**src/rtl/train_scheduler.sv**
```systemverilog
// Run sequencer for the backprop training datapath: M renewals of N clocks each,
// cycling through P samples, with a host hold that freezes all counters.
module train_scheduler #(
  parameter int N = 13,
  parameter int M = 10000,
  parameter int P = 4
) (
  input  logic        clk,
  input  logic        reset,
  input  logic        start,
  input  logic        hold,
  output logic [3:0]  phase,
  output logic [1:0]  sample_idx,
  output logic        load_sample,
  output logic        update_en,
  output logic [15:0] iter_count,
  output logic        busy,
  output logic        done
);

  // iter_count must be able to reach M, so a 16-bit counter limits M to 65535.
  localparam int          M_CAP     = (M > 65535) ? 65535 : M;
  localparam logic [3:0]  PH_LAST   = 4'(N - 1);
  localparam logic [1:0]  SMP_LAST  = 2'(P - 1);
  localparam logic [15:0] ITER_LAST = 16'(M_CAP - 1);

  typedef enum logic [1:0] {
    S_IDLE = 2'd0,
    S_RUN  = 2'd1,
    S_DONE = 2'd2
  } state_t;

  state_t      r_state;
  logic [3:0]  r_phase;
  logic [1:0]  r_sample_idx;
  logic [15:0] r_iter_count;

  logic w_run;
  logic w_advance;
  logic w_phase_last;

  assign w_run        = (r_state == S_RUN);
  assign w_advance    = w_run && !hold;
  assign w_phase_last = (r_phase == PH_LAST);

  always_ff @(posedge clk) begin
    if (reset) begin
      r_state      <= S_IDLE;
      r_phase      <= 4'd0;
      r_sample_idx <= 2'd0;
      r_iter_count <= 16'd0;
    end else begin
      case (r_state)
        S_IDLE, S_DONE: begin
          if (start) begin
            r_state      <= S_RUN;
            r_phase      <= 4'd0;
            r_sample_idx <= 2'd0;
            r_iter_count <= 16'd0;
          end
        end
        S_RUN: begin
          if (!hold) begin
            if (w_phase_last) begin
              r_phase      <= 4'd0;
              r_iter_count <= r_iter_count + 16'd1;
              if (r_iter_count == ITER_LAST) begin
                r_state <= S_DONE;
              end else begin
                r_sample_idx <= (r_sample_idx == SMP_LAST) ? 2'd0 : r_sample_idx + 2'd1;
              end
            end else begin
              r_phase <= r_phase + 4'd1;
            end
          end
        end
        default: begin
          r_state <= S_IDLE;
        end
      endcase
    end
  end

  // Strobes are same-cycle decodes so a held cycle simply defers them.
  assign load_sample = w_advance && (r_phase == 4'd0);
  assign update_en   = w_advance && w_phase_last;

  assign phase      = r_phase;
  assign sample_idx = r_sample_idx;
  assign iter_count = r_iter_count;
  assign busy       = w_run;
  assign done       = (r_state == S_DONE);

endmodule

```
**config.mk**
```make
export PLATFORM = sky130hd
export DESIGN_NAME = train_scheduler
export DESIGN_NICKNAME = d
export VERILOG_FILES = /design/src/rtl/train_scheduler.sv
export SDC_FILE = /design/constraint.sdc
export NUM_CORES = 1
export LEC_CHECK = 0
export ABC_AREA = 1
export CAP_MARGIN = 20
export CORE_MARGIN = 5
export CORE_UTILIZATION = 33
export CTS_BUF_LIST = sky130_fd_sc_hd__clkbuf_4 sky130_fd_sc_hd__clkbuf_8
export DETAILED_ROUTE_END_ITERATION = 7
export GPL_TIMING_DRIVEN = 0
export MAX_ROUTING_LAYER = met4
export PLACE_DENSITY = 0.56
export SYNTH_ARGS = -nofsm -noshare
export SYNTH_HDL_FRONTEND = slang
export SYNTH_SLANG_ARGS = --single-unit
```
**constraint.sdc**
```tcl
create_clock -name clk -period 1.3 [get_ports clk]
set_input_delay 0.26 -clock clk [delete_from_list [all_inputs] [get_ports clk]]
set_output_delay 0.26 -clock clk [all_outputs]
set_load 0.01 [all_outputs]
```
==> results of run 1 <==
## cell families after synthesis
kind of cell               synth area share
AOI/OAI and AO/OA                    0.0936
adders and majority gates            0.0363
buffers and inverters                 0.105
DFF                                   0.349
and+or+nand+nor                       0.416
## sequential cells by signal (all words and copies together), names as in the netlist
signal and flops:
phase 4, r_state 2, sample_idx 2, iter_count 16
## cells in the final DEF (no fill, tap or decap), types with 6 or more instances in the layout
master / netlist / routed
dlygate4sd2_1: 0 / 22
a21oi_1: 14 / 8
inv_2: 1 / 7
nor2_4: 2 / 6
dfxtp_1: 24 / 7
inv_1: 31 / 23
nand2_2: 2 / 11
nand2_1: 53 / 43
nor2_1: 32 / 27
buf_4: 0 / 11
dfxtp_2: 0 / 14
nand3_2: 4 / 6
a21oi_2: 0 / 6
## through the flow
step	setup slack [ns]	hold WS (ns)	util	power, uW
final	-0.0867	0.478	0.513	1710
after global routing	-0.178	0.510	0.513	1810
after CTS	-0.106	0.442	0.481	1670
after detailed placement	-0.483	0.485	0.439	1110
after global placement	-0.510	0.482	0.439	1110
after floorplan	-0.00264	0.322	-	1010
## layer usage
metal | vias to the layer above | share of wire | track usage
met3 | 4 | 0.038 | 0.0334
met5 | - | 0 | -
met2 | 29 | 0.46 | 0.207
li1 | 743 | - | -
met1 | 604 | 0.49 | 0.172
met4 | 0 | 0.011 | 0.0395
## cell type report
| class | instances | area share |
|---|---|---|
| buffer | 2 | 0.0121 |
| clock buffer | 4 | 0.0267 |
| inverter | 32 | 0.0606 |
| multi-input combinational | 148 | 0.458 |
| sequential | 24 | 0.247 |
| tap | 50 | 0.0303 |
| timing repair buffer | 41 | 0.166 |
## power groups by stage
stage	logic (uW)	registers (uW)	clock network (uW)
final	400	783	529
after global routing	440	788	577
after CTS	340	781	554
after detailed placement	306	802	0
after global placement	305	803	0
after floorplan	203	808	0
## critical path, cell delays in order, from the launching register on
cell     delay (ns)
dfxtp_2        0.33
inv_2          0.08
ha_4           0.15
nand3_4        0.09
nor2_2         0.08
buf_2          0.13
## final timing paths
check                                                 from                          to  slack (ns)  depth (start not counted)
worst max-delay path                 phase[0]$_SDFFE_PP0P_                   update_en       -0.09                          5
worst min-delay path                                 reset  iter_count[1]$_SDFFE_PP0P_        0.48                          2
worst max register to register       phase[0]$_SDFFE_PP0P_  iter_count[7]$_SDFFE_PP0P_       -0.06                          9
worst min register to register  iter_count[4]$_SDFFE_PP0P_  iter_count[4]$_SDFFE_PP0P_        0.49                          2
## timing repair
item                       CTS  global route
buffers inserted             8             4
hold buffers                 0             0
pin swaps                   14            13
resized for setup           77            30
setup endpoints to repair   43            28
==> out/summary.txt, run 1 <==
Mapped Area: 1380 um2
Yosys cell types: 24
Synth async-reset ratio: 0
Violated checks: setup timing
Initial antenna violation count: 0
Chip Height: 74.6 um
Syn nets: 214
Layout area overhead: 50.0%
Dpl cells: 285
Final WL: 3360 um
Nets: 260
Startpoint Class: flip-flop
First-pass GRT wire length: 5690 um
Core area: 4030 um2
Setup Viol. Count Final: 13
WL/cell: 11.2 um
CTS tree: yes
Share of cells above drive strength 1: 0.386
Outcome: complete, but fails checks
Max Slew Vio Count: 0
Post-synth EDFFs: 0
Multi-input gate area: 946 um2
Gate count after technology mapping: 206
Setup TNS Final: -0.451 ns
Worst Setup Slack, final: -0.0867 ns
Pin count of the biggest net entering global routing: 14
Vias in the first global route: 1,277
Reg power frac: 0.457
Num ports: 30
Initial core utilization: 0.342
Combinational share of power: 0.234
Sw frac: 0.295
WS Path Type: flip-flop to output pin
Final Non-Filler Cells: 301
Pleak: 0.000915 uW
Clock Sinks: 24
Row count: 23
Largest cells by area after synthesis: dfxtp_1, nand2_1, nor2_1, inv_1, a21oi_1
Hold/Removal Path Class: input pin to flip-flop
Top cell type's share of synthesized area: 0.349
Storage element area: 509 um2
Placer congestion estimate: 0.837
Worst-Skew Late Latency: 0.27 ns
Clock buffer depth: 2
DRC viols: 0
Worst slew pin tran: 0.350 ns
Die Area: 5570 um2
Final period utilization: 1.07
Post-DP HPWL: 2350 um
Psw: 505 uW
Clock Pin Slew Worst Setup and Hold Paths: 0.09 ns
Max-cap viol count: 0
Worst VDD drop: 0.711 mV
Worst Path Required: 1.04 ns
Iteration count of the initial detailed-routing pass: 4
Final clock skew: 0.00856 ns
Initial DRC Count: 76
Overflow after GRT: 0
Pwr/cell area: 829 nW/um2
Critical Path Fanout Max: 2
Worst setup EP type: output pin
ANT nets after route: 0
Syn Area/Cell: 6.69 um2
Hold Vio Cnt, Final: 0
Clock buffer count from CTS: 3
Sequential fraction of the synthesis area: 0.349
H-tree depth: 1
Placed Area: 1770 um2
Yosys Warn Count: 0
RSZ-0062 raised after global routing: true
Power Internal: 1210 uW
Ys flop type: dfxtp_1
Filler cell count: 393
PortBufs: 29
Vias per std cell: 4.58
Most frequent cell after synthesis: nand2_1
Largest area contributor in the netlist: dfxtp_1
Clock root buffer master: clkbuf_8
Clock power frac: 0.309
Synth Register Bits: 24
Period minus WS final: 1.39 ns
Max Clk Rate: 721 MHz
Die width: 74.6 um
Top post-synthesis cells by count: nand2_1, nor2_1, inv_1
Worst EP arrival: 1.13 ns
Max_slew headroom: 0.767
All-Layer GR Usage: 0.133
Post-route cell area: 2070 um2
Diode count: 0
Detailed-route via count: 1,380
Note: power is estimated with default switching activity, not from simulation.
==> run 2: changes to the inputs <==
--- a/config.mk
+++ b/config.mk
@@ -13,7 +13,7 @@
 export DETAILED_ROUTE_END_ITERATION = 7
 export GPL_TIMING_DRIVEN = 0
 export MAX_ROUTING_LAYER = met4
-export PLACE_DENSITY = 0.56
+export PLACE_DENSITY = 0.59
 export SYNTH_ARGS = -nofsm -noshare
 export SYNTH_HDL_FRONTEND = slang
 export SYNTH_SLANG_ARGS = --single-unit
==> constraint.sdc (replaced) <==
create_clock -name clk -period 1.3 [get_ports clk]
set_input_delay 0.13 -clock clk [delete_from_list [all_inputs] [get_ports clk]]
set_output_delay 0.13 -clock clk [all_outputs]
set_load 0.01 [all_outputs]
==> run 2 against run 1 <==
  * The flow still finishes with violations (setup timing)
  * Sequential power is essentially flat
  * Highest routed layer unchanged
  * Critical endpoint unchanged
  * Setup slack lost 0.049 ns
  * Largest cell class unchanged
  * Critical path type unchanged
  * Power shrank 1.5%
  * Sequential share of layout area is essentially flat
==> out/summary.txt, run 2 (synthesis results as in run 1) <==
Outcome: complete, but fails checks
Worst Setup Slack, final: -0.135 ns (-0.0488 ns)
Core area: 4030 um2 (unchanged)
Worst setup EP type: output pin
Cell family contributing the most delay on the critical path: buffers and inverters
Slowest CP cell: dfxtp_2
Worst-Skew Late Latency: 0.27 ns (about the same)
Die width: 74.6 um (unchanged)
Worst VDD drop: 0.476 mV (-33%)
Clock buffer count from CTS: 3 (unchanged)
Buf/Inv on CP: 3 (+1)
Clock buffer depth: 2 (unchanged)
Storage element area: 512 um2 (+0.49%)
Vias per std cell: 4.60 (+0.40%)
Max Clk Rate: 697 MHz (-3.4%)
Total power draw: 1690 uW (-1.5%)
Worst Path Required: 1.17 ns (+0.13 ns)
Placer congestion estimate: 0.783 (-6.5%)
Pleak: 0.000954 uW (+4.3%)
Violated checks: setup timing
Core Util, Final: 0.516 (+0.00311)
Startpoint Class: flip-flop
Setup Viol. Count Final: 19 (+6)
Vias in the first global route: 1,181 (-7.5%)
DRC viols: 0 (unchanged)
Pwr/cell area: 812 nW/um2 (-2.1%)
Commonest non-fill, non-tap cell in the layout: nand2_1
Die Area: 5570 um2 (unchanged)
Final WL: 3420 um (+1.8%)
Initial antenna violation count: 0 (unchanged)
Hold/Removal Path Class: input pin to flip-flop
PortBufs: 29 (unchanged)
Worst path max stage delay: 0.33 ns (about the same)
Critical Path Fanout Max: 2 (unchanged)
Clock Sinks: 24 (unchanged)
Nets: 264 (+1.5%)
Final clock skew: 0.00172 ns (-0.00684 ns)
Detailed-route via count: 1,404 (+1.7%)
Share of cells above drive strength 1: 0.357 (-0.0296)
Max_slew headroom: 0.803 (+0.0360)
ANT nets after route: 0 (unchanged)
Worst-path cell chain: inv_2 -> ha_4 -> nand3_4 -> buf_4 -> nor2_1 -> buf_2
WL/cell: 11.2 um (+0.42%)
Initial core utilization: 0.342 (unchanged)
Diode count: 0 (unchanged)
H-tree depth: 1 (unchanged)
Hold Vio Cnt, Final: 0 (unchanged)
Clock Pin Slew Worst Setup and Hold Paths: 0.09 ns (about the same)
CTS tree: yes
Max reg flops: 16 (unchanged)
Num ports: 30 (unchanged)
Max Slew Vio Count: 0 (unchanged)
Initial DRC Count: 50 (-34%)
Worst EP arrival: 1.31 ns (+0.18 ns)
Post-DP HPWL: 2260 um (-3.9%)
WS Path Type: flip-flop to output pin
Worst slew pin tran: 0.296 ns (-0.0545 ns)
RSZ-0062 raised after global routing: true
All-Layer GR Usage: 0.124 (-0.00919)
Layout area overhead: 50.9%
First-pass GRT wire length: 5210 um (-8.4%)
Max-cap viol count: 0 (unchanged)
Row count: 23 (unchanged)
Iteration count of the initial detailed-routing pass: 4 (unchanged)
Most frequent cells in the layout: nand2_1, inv_1, nor2_1, dlygate4sd2_1, buf_4
Final period utilization: 1.10 (+0.0375)
Clock root buffer master: clkbuf_8
Pin count of the biggest net entering global routing: 14 (unchanged)
Period minus WS final: 1.44 ns (+0.0488 ns)
Setup TNS Final: -0.770 ns (-0.319 ns)
Overflow after GRT: 0 (unchanged)
Multi-input gate area: 917 um2 (-3.0%)
Filler cell count: 413 (+5.1%)
Chip Height: 74.6 um (unchanged)
-- run 2: cell types whose count changed in the layout (fill, tap and decap cells not counted), moves of 2 or more --
| cell | change |
|---|---|
| dlymetal6s2s_1 | +2 |
| a211oi_2 | -2 |
| inv_1 | +3 |
| inv_4 | -2 |
| buf_4 | +4 |
| a211oi_1 | +2 |
| a21oi_1 | +3 |
| a21oi_2 | -3 |
| buf_6 | -2 |
-- run 2: worst register-to-register path, cell delays in order (launching register included) --
cell and delay (ns):
dfxtp_2 0.33, inv_2 0.07, ha_4 0.15, nand3_4 0.09, nand2_4 0.12, nand2_8 0.09
nor2_8 0.16, buf_12 0.12, nand3_2 0.05, nand2_1 0.07, a21oi_1 0.03
-- run 2: area by class of cell --
cell class,count,share of cell area
Buffer,2,0.0120
Clock buffer,4,0.0265
Inverter,32,0.0578
Multi-Input combinational cell,148,0.441
Sequential cell,24,0.246
Tap cell,50,0.0301
Timing Repair Buffer,45,0.186
-- run 2: stage by stage --
step | area (um2) | hold WS, ns | setup WS, ns | std cells
2_1_floorplan | 1420 | 0.192 | -0.00264 | 206
5_1_grt | 2080 | 0.204 | -0.184 | 305
4_1_cts | 1880 | 0.472 | -0.0606 | 292
3_5_place_dp | 1770 | 0.480 | -0.247 | 285
6_report | 2080 | 0.180 | -0.135 | 305
3_3_place_gp | 1770 | 0.481 | -0.255 | 285
-- run 2: timing repair --
item	in CTS	in global routing
setup buffers	3	13
endpoints found under the setup margin	42	24
hold endpoints to repair	0	0
hold buffers	0	0
resized for setup	60	29
pin swaps	5	20
-- run 2: worst paths after layout --
path                                 endpoint                        from  slack (ns)  depth (start not counted)
hold / removal        r_state[1]$_SDFFE_PP0P_                       reset        0.18                          2
setup / recovery                    update_en       phase[1]$_SDFFE_PP0P_       -0.14                          6
setup reg to reg  iter_count[11]$_SDFFE_PP0P_       phase[1]$_SDFFE_PP0P_       -0.09                         10
hold reg to reg    iter_count[7]$_SDFFE_PP0P_  iter_count[7]$_SDFFE_PP0P_        0.47                          1
-- run 2: power breakdown --
part | switching (uW) | internal [uW] | leakage (uW)
combinational | 206 | 173 | 0.000722
clock | 255 | 271 | 0.0000288
sequential | 25.8 | 756 | 0.000204
total | 486 | 1200 | 0.000954
-- run 2: metal layers --
layer,vias up,global-route usage,wire [um]
li1,746,-,-
met1,628,0.164,1640
met2,26,0.188,1590
met3,4,0.0200,142
met4,0,0.0534,48
met5,-,-,0
